<file path="src/rtl/align_accum.sv">
// align_accum: accepts one sample per valid/ready handshake, rounds it up to
// the next multiple of 2^ALIGN by single-step increments, then adds it into a
// registered accumulator that either wraps or clamps to the largest aligned
// value. The overflow flag is sticky; clr empties the block without a pulse.
module align_accum #(
    parameter int WIDTH    = 8,
    parameter int ALIGN    = 2,
    parameter int SATURATE = 0
) (
    input  logic             clk,
    input  logic             reset_n,
    input  logic             in_valid,
    output logic             in_ready,
    input  logic [WIDTH-1:0] din,
    input  logic             clr,
    output logic [WIDTH-1:0] dout,
    output logic             out_valid,
    output logic             busy,
    output logic             overflow
);

    // Largest accumulator value whose low ALIGN bits are zero.
    localparam logic [WIDTH-1:0] MAXAL = {{(WIDTH-ALIGN){1'b1}}, {ALIGN{1'b0}}};

    typedef enum logic [1:0] {
        ST_IDLE  = 2'd0,
        ST_ALIGN = 2'd1,
        ST_ADD   = 2'd2
    } state_t;

    state_t           state;
    state_t           state_nx;
    logic [WIDTH-1:0] buffer;
    logic [WIDTH:0]   sum_p0;
    logic             aligned;
    logic             accept;

    // Wrap keeps the low WIDTH bits; saturate clamps a carried sum to MAXAL.
    function automatic logic [WIDTH-1:0] fold_sum(input logic [WIDTH:0] s);
        if (SATURATE != 0 && s[WIDTH])
            return MAXAL;
        return s[WIDTH-1:0];
    endfunction

    assign aligned = (buffer[ALIGN-1:0] == '0);
    assign accept  = in_valid && in_ready && !clr;
    assign sum_p0  = {1'b0, dout} + {1'b0, buffer};

    // State register.
    always_ff @(posedge clk) begin
        if (!reset_n)
            state <= ST_IDLE;
        else
            state <= state_nx;
    end

    // Next-state decode; clr returns to IDLE from anywhere and blocks acceptance.
    always_comb begin
        state_nx = state;
        if (clr) begin
            state_nx = ST_IDLE;
        end else begin
            case (state)
                ST_IDLE:  if (accept)  state_nx = ST_ALIGN;
                ST_ALIGN: if (aligned) state_nx = ST_ADD;
                ST_ADD:   state_nx = ST_IDLE;
                default:  state_nx = ST_IDLE;
            endcase
        end
    end

    // Handshake and status outputs; in_ready is forced low while in reset.
    always_comb begin
        in_ready = (state == ST_IDLE) && reset_n;
        busy     = (state != ST_IDLE);
    end

    // Datapath: capture, increment until aligned, accumulate with wrap/clamp.
    always_ff @(posedge clk) begin
        if (!reset_n) begin
            buffer    <= '0;
            dout      <= '0;
            out_valid <= 1'b0;
            overflow  <= 1'b0;
        end else begin
            out_valid <= 1'b0;
            if (clr) begin
                dout     <= '0;
                overflow <= 1'b0;
            end else begin
                case (state)
                    ST_IDLE: begin
                        if (accept)
                            buffer <= din;
                    end
                    ST_ALIGN: begin
                        if (!aligned)
                            buffer <= buffer + WIDTH'(1);
                    end
                    ST_ADD: begin
                        dout      <= fold_sum(sum_p0);
                        out_valid <= 1'b1;
                        if (sum_p0[WIDTH])
                            overflow <= 1'b1;
                    end
                    default: ;
                endcase
            end
        end
    end

endmodule

</file>
<file path="config.mk">
export PLATFORM = sky130hd
export DESIGN_NAME = align_accum
export DESIGN_NICKNAME = d
export VERILOG_FILES = /design/src/rtl/align_accum.sv
export SDC_FILE = /design/constraint.sdc
export NUM_CORES = 1
export LEC_CHECK = 0
export ABC_CLOCK_PERIOD_IN_PS = 2510
export CORE_MARGIN = 1
export CORE_UTILIZATION = 50
export CTS_CLUSTER_SIZE = 8
export DETAILED_ROUTE_END_ITERATION = 6
export GPL_ROUTABILITY_DRIVEN = 0
export PLACE_DENSITY = 0.84
export SETUP_SLACK_MARGIN = 0.4
export SLEW_MARGIN = 20
export SYNTH_ARGS = -nofsm -noshare
export SYNTH_HDL_FRONTEND = slang
export SYNTH_SLANG_ARGS = --single-unit
</file>
<file path="constraint.sdc">
create_clock -name clk -period 2.51 [get_ports clk]
set_input_delay 0.753 -clock clk [delete_from_list [all_inputs] [get_ports clk]]
set_output_delay 0.753 -clock clk [all_outputs]
set_load 0.005 [all_outputs]
</file>
# After elaboration in Yosys (flattened, before gate mapping)
# Index checks and enable logic that the tools add are counted.
# W data, S select, Z words.
[word_totals] regBits=20 input_bits=12 output_inout_bits=12 word_cells=33
[op_classes] n_addsub=2 n_eq_ne=5 n_mux=7 bitwise_logic=2 reduce_logical=12
[ops] op="$mux W8" count=2
[ops] op="$pmux W8 S2" count=1
[ops] op="$add A8 B8 Y9" count=1
[ops] op="$add A8 B1 Y8 const B" count=1
[ops] op="$ne A2 B2 Y1 const B" count=3
[ops] op="$logic_not A2 Y1" count=2
[ops] op="$mux W2" count=2
[ops] op="$pmux W2 S2" count=1
[ops] op="$reduce_and A2 Y1" count=2
[ops] op="$reduce_and A4 Y1" count=1
[ops] op="$reduce_bool A2 Y1" count=2
[ops] op="$logic_and A1 B1 Y1" count=3
[ops] op="$eq A2 B1 Y1 const B" count=1
[ops] op="$eq A2 B2 Y1 const B" count=1
[ops] op="$not A1 Y1" count=2
[ops] op="$reduce_or A2 Y1" count=1
[ops] op="$logic_not A1 Y1" count=1
[ops] op="$mux W1" count=1

# Depth between registers and ports, before layout
[logic_depth] word_depth=6 depth_mapped=8 depth_no_buf=8

# Least setup slack after synthesis
# OpenSTA, ideal clock, no wires.
[synth_timing] path_type="register -> register" start="register dout[0]" end="register dout[6]" setup_time_ps=62 arrival_ps=1859 t_required_ps=2448 slack_ps=589 path_stages_with_launch=9 n_path_buf=0 synth_period_minus_slack_ps=1921 cell_sequence="dfxtp_1 > ha_1 > inv_1 > fa_1 > and2b_1 > o31a_1 > o21ai_1 > or4_1 > nand3_1"
[synth_between] elab_chain_cells=1
[synth_lines] element="start: declaration" line_no="16" rtl="output logic [WIDTH-1:0] dout,"
[synth_lines] element="start signal: assignment" line_no="101" rtl="dout <= fold_sum(sum_p0);"
[synth_lines] element="$add A8 B8 Y9" line_no="47" rtl="assign sum_p0 = {1'b0, dout} + {1'b0, buffer};"
# Every way passes these cells.
# A chain may end at the register's enable or synchronous reset.

# Worst setup path after layout
# Same ends and word-level chain as after synthesis.

==> qor_table.md <==
| Step | Parameter | This run |
|:---|:---|:---|
| outcome | Result of the run | finished, final reports clean |
| setup path | Worst Path Max Fanout | 3 |
| clocking | Number of buffers created by CTS | 3 |
| synthesis | Main synth FF type | dfxtp_1 |
| sta | Final hold viol count | 0 |
| detailed routing | Via density per instance | 6.03 |
| layout | Layout Cells excl Fill | 220 |
| sta | # setup viols final | 0 |
| sta | Final TNS setup | 0 ps |
| floorplan | Die height | 53.0 um |
| global route | Via count of the first global-routing pass | 1,184 |
| sta | Max-slew violation count | 0 |
| layout | Layout fillers | 200 |
| layout | Area of all placed cells without fillers | 0.00167 mm^2 |
| synthesis | Share of the synthesized area in the top cell type | 30.8% |
| synthesis | Proportion of synthesized flip-flops having asynchronous set or reset | 0% |
| synthesis | Portion of the post-synthesis area used by sequential elements | 30.8% |
| detailed routing | Length of the first detailed-routing pass in iterations | 4 |
| synthesis | Warnings from Yosys | 0 |
| sta | Highest attainable clock frequency | 493 MHz |
| global route | Combined global-route utilization of all metal layers | 24.5% |
| floorplan | Die W | 53.0 um |
| sta | Minimum setup slack in the final design | 480 ps |
| synthesis | Mapped Nets | 184 |
| clocking | Maximum root-to-sink buffer count | 2 |
| global route | Overflow after GRT | 0 |
| placed design | Instance count after placement with tap cells included | 213 |
| clocking | Clock slew at reported path FFs | 130 ps |
| power | P_leak | 0.649 nW |
| detailed routing | Drt drc | 0 |
| synthesis | Library cell with the largest summed area after synthesis | dfxtp_1 |
| setup path | Required time of the critical path | 2770 ps |
| floorplan | I/O pin cnt | 24 |
| layout | Area growth from synthesis to layout | 28.6% |
| synthesis | Top cells by area, synth | dfxtp_1 31%, ha_1 9.6%, a21oi_1 5.4% |
| synthesis | Post-synthesis average cell area | 8.07 um^2 |
| global route | Maximum number of pins on one net before global-route repair | 16 |
| job | Max Cap Violations | 0 |
| setup path | Category of the worst setup path launch point | flop |
| floorplan | Placeable Area | 0.00248 mm^2 |
| setup path | Critical path type | reg2reg |
| clocking | H-Tree Depth | 1 |
| floorplan | Overall die area | 0.00281 mm^2 |
| detailed routing | Post-route antenna net violation count | 0 |
| synthesis | Count of mapped cells out of synthesis | 161 |
| floorplan | Initial standard-cell utilization of the core | 52.5% |
| detailed routing | Count of vias placed by the detailed router | 1,327 |
| global route | Number of antenna violations at the first check in global routing | 0 |
| min path | Classification of the worst-slack hold path | reg2reg |
| sta | Setup repair after global routing missed its margin | false |
| clocking | Clock latency at the later pin of the worst-skew pair | 310 ps |
| layout | Final nets | 214 |
| setup path | Data arrival at the endpoint of the critical path | 2290 ps |
| power | Ratio of total power to cell area | 421 mW/mm^2 |
| placed design | Port Buffers | 23 |
| sta | Final clock period utilization by the worst path | 80.9% |
| clocking | Library cell used as clock root buffer | clkbuf_4 |
| synthesis | Distinct cells, synth | 42 |
| placed design | Placed wire-length estimate after detailed placement | 2390 um |
| sta | Headroom to the max-slew limit | 54.4% |
| layout | # diodes | 0 |
| setup path | Critical path endpoint category | flop |
| global route | First-pass GRT wire length | 5120 um |
| power | Post-layout total power | 0.704 mW |
| synthesis | Number of enable flip-flop cells after synthesis | 0 |
| placed design | Placed Instance Area | 0.00157 mm^2 |
| layout | Fraction of layout instances using a drive strength above 1 | 14.2% |
| clocking | Number of sinks on the clock net | 20 |
| sta | Fin Clk Skew | 2.80 ps |
| clocking | TritonCTS clock tree | done |
| detailed routing | Routed length per placed instance | 14.5 um |
| placed design | Worst slack at placement | -128 ps |
| detailed routing | Final Routed Wirelength | 3190 um |
| sta | Least-Margin Pin Slew | 683 ps |
| floorplan | Total number of placement rows | 18 |
| detailed routing | Number of DRC violations after detailed-routing iteration 0 | 36 |
| synthesis | FF+latch count, synth | 20 |
| sta | Post-layout minimum cycle time | 2030 ps |
| power | Maximum VDD drop | 0.327 mV |
| synthesis | Cell area after synthesis | 0.00130 mm^2 |
-- stage by stage --
stage	utilization (%)	hold slack, ps
floorplan	-	465
global placement	63.4	462
detailed placement	63.4	467
CTS	66.2	486
global route	67.5	540
finish	67.5	486
-- registers in the layout (all words and copies together), names as in the netlist --
signal     count
buffer         8
dout           8
out_valid      1
overflow       1
state          2
-- layout by cell type, fill, tap and decap left out, types with 2 or more instances in the layout --
master | synthesis | layout
a211oi_1 | 7 | 7
a211oi_2 | 3 | 3
a21o_1 | 2 | 2
a21oi_1 | 14 | 14
and3_1 | 2 | 2
buf_4 | 0 | 7
clkbuf_4 | 0 | 3
clkdlybuf4s50_1 | 0 | 20
dfxtp_1 | 20 | 16
dfxtp_4 | 0 | 3
dlygate4sd2_1 | 0 | 2
ha_1 | 10 | 9
inv_1 | 8 | 8
nand2_1 | 18 | 18
nand2b_1 | 6 | 6
nand3_1 | 4 | 4
nor2_1 | 17 | 17
nor4_1 | 2 | 2
nor4b_1 | 2 | 2
o21ai_0 | 10 | 10
o21ai_1 | 3 | 2
o22ai_1 | 2 | 2
o31a_1 | 2 | 2
or4_1 | 2 | 2
-- path summary, 6_finish.rpt --
path                                 to  slack (ps)  depth (start not counted)  startpoint
worst max-delay path            dout[6]         480                          8     dout[0]
worst min-delay path            dout[2]         490                          2     dout[2]
worst max register to register  dout[6]         480                          8     dout[0]
worst min register to register  dout[2]         490                          2     dout[2]
-- synthesized netlist by cell type (2+ instances only) --
| master | n |
|---|---|
| nand2b_1 | 6 |
| and3_1 | 2 |
| a21o_1 | 2 |
| nand3_1 | 4 |
| buf_2 | 4 |
| o22ai_1 | 2 |
| nand2_1 | 18 |
| dfxtp_1 | 20 |
| a211oi_2 | 3 |
| a211oi_1 | 7 |
| a21oi_1 | 14 |
| and2b_1 | 2 |
| nor4b_1 | 2 |
| nor2_1 | 17 |
| nor4_1 | 2 |
| o21ai_1 | 3 |
| ha_1 | 10 |
| inv_1 | 8 |
| o21ai_0 | 10 |
| or4_1 | 2 |
| o31a_1 | 2 |
-- kinds of logic (layout without fill, tap and decap cells) --
group                    count (synthesis)  after routing  synth area share [%]
buffers and inverters                   14             43                  5.00
AND/OR/NAND/NOR                         64             64                  25.7
AO/OA/AOI/OAI                           52             52                  27.3
adder cells (fa/ha/maj)                 11             11                  11.2
flip-flops                              20             20                  30.8
-- what timing repair did --
action                     4_1_cts  5_1_grt
setup endpoints to repair        3        3
setup buffers                    2        1
hold endpoints to repair         0        0
gates resized for setup         11        6
hold buffers                     0        0
pin swaps                        1        1
-- critical path, cell delays in order, from the launching register on --
cell and delay (ps):
dfxtp_2 390, ha_4 150, inv_1 50, fa_1 370
and2b_2 250, o31a_1 190, o21ai_2 90, or4_1 410
nand3_1 90
-- area by class of cell --
class	count	area [um^2]	area share (%)
flip-flops and latches	20	413	24.7
well taps	30	37.5	2.25
repair buffers	31	287	17.1
clock buffers	3	22.5	1.35
clock inverters	1	30.0	1.80
inverters	8	30.0	1.80
multi-input cells	127	852	51.0
-- per-layer routing --
metal	track usage, %	part of all wire, %
met1	32.2	45
met2	40.7	50
met3	2.59	4.2
met4	8.77	1.3
met5	0	0
-- power breakdown --
part           internal [mW]  switching [mW]  leakage [nW]  total [mW]
combinational         0.0487          0.0483         0.456      0.0970
clock                  0.161           0.113        0.0279       0.275
sequential             0.323         0.00905         0.165       0.332
total                  0.533           0.171         0.649       0.704
Power figures use the tool's default switching activity.
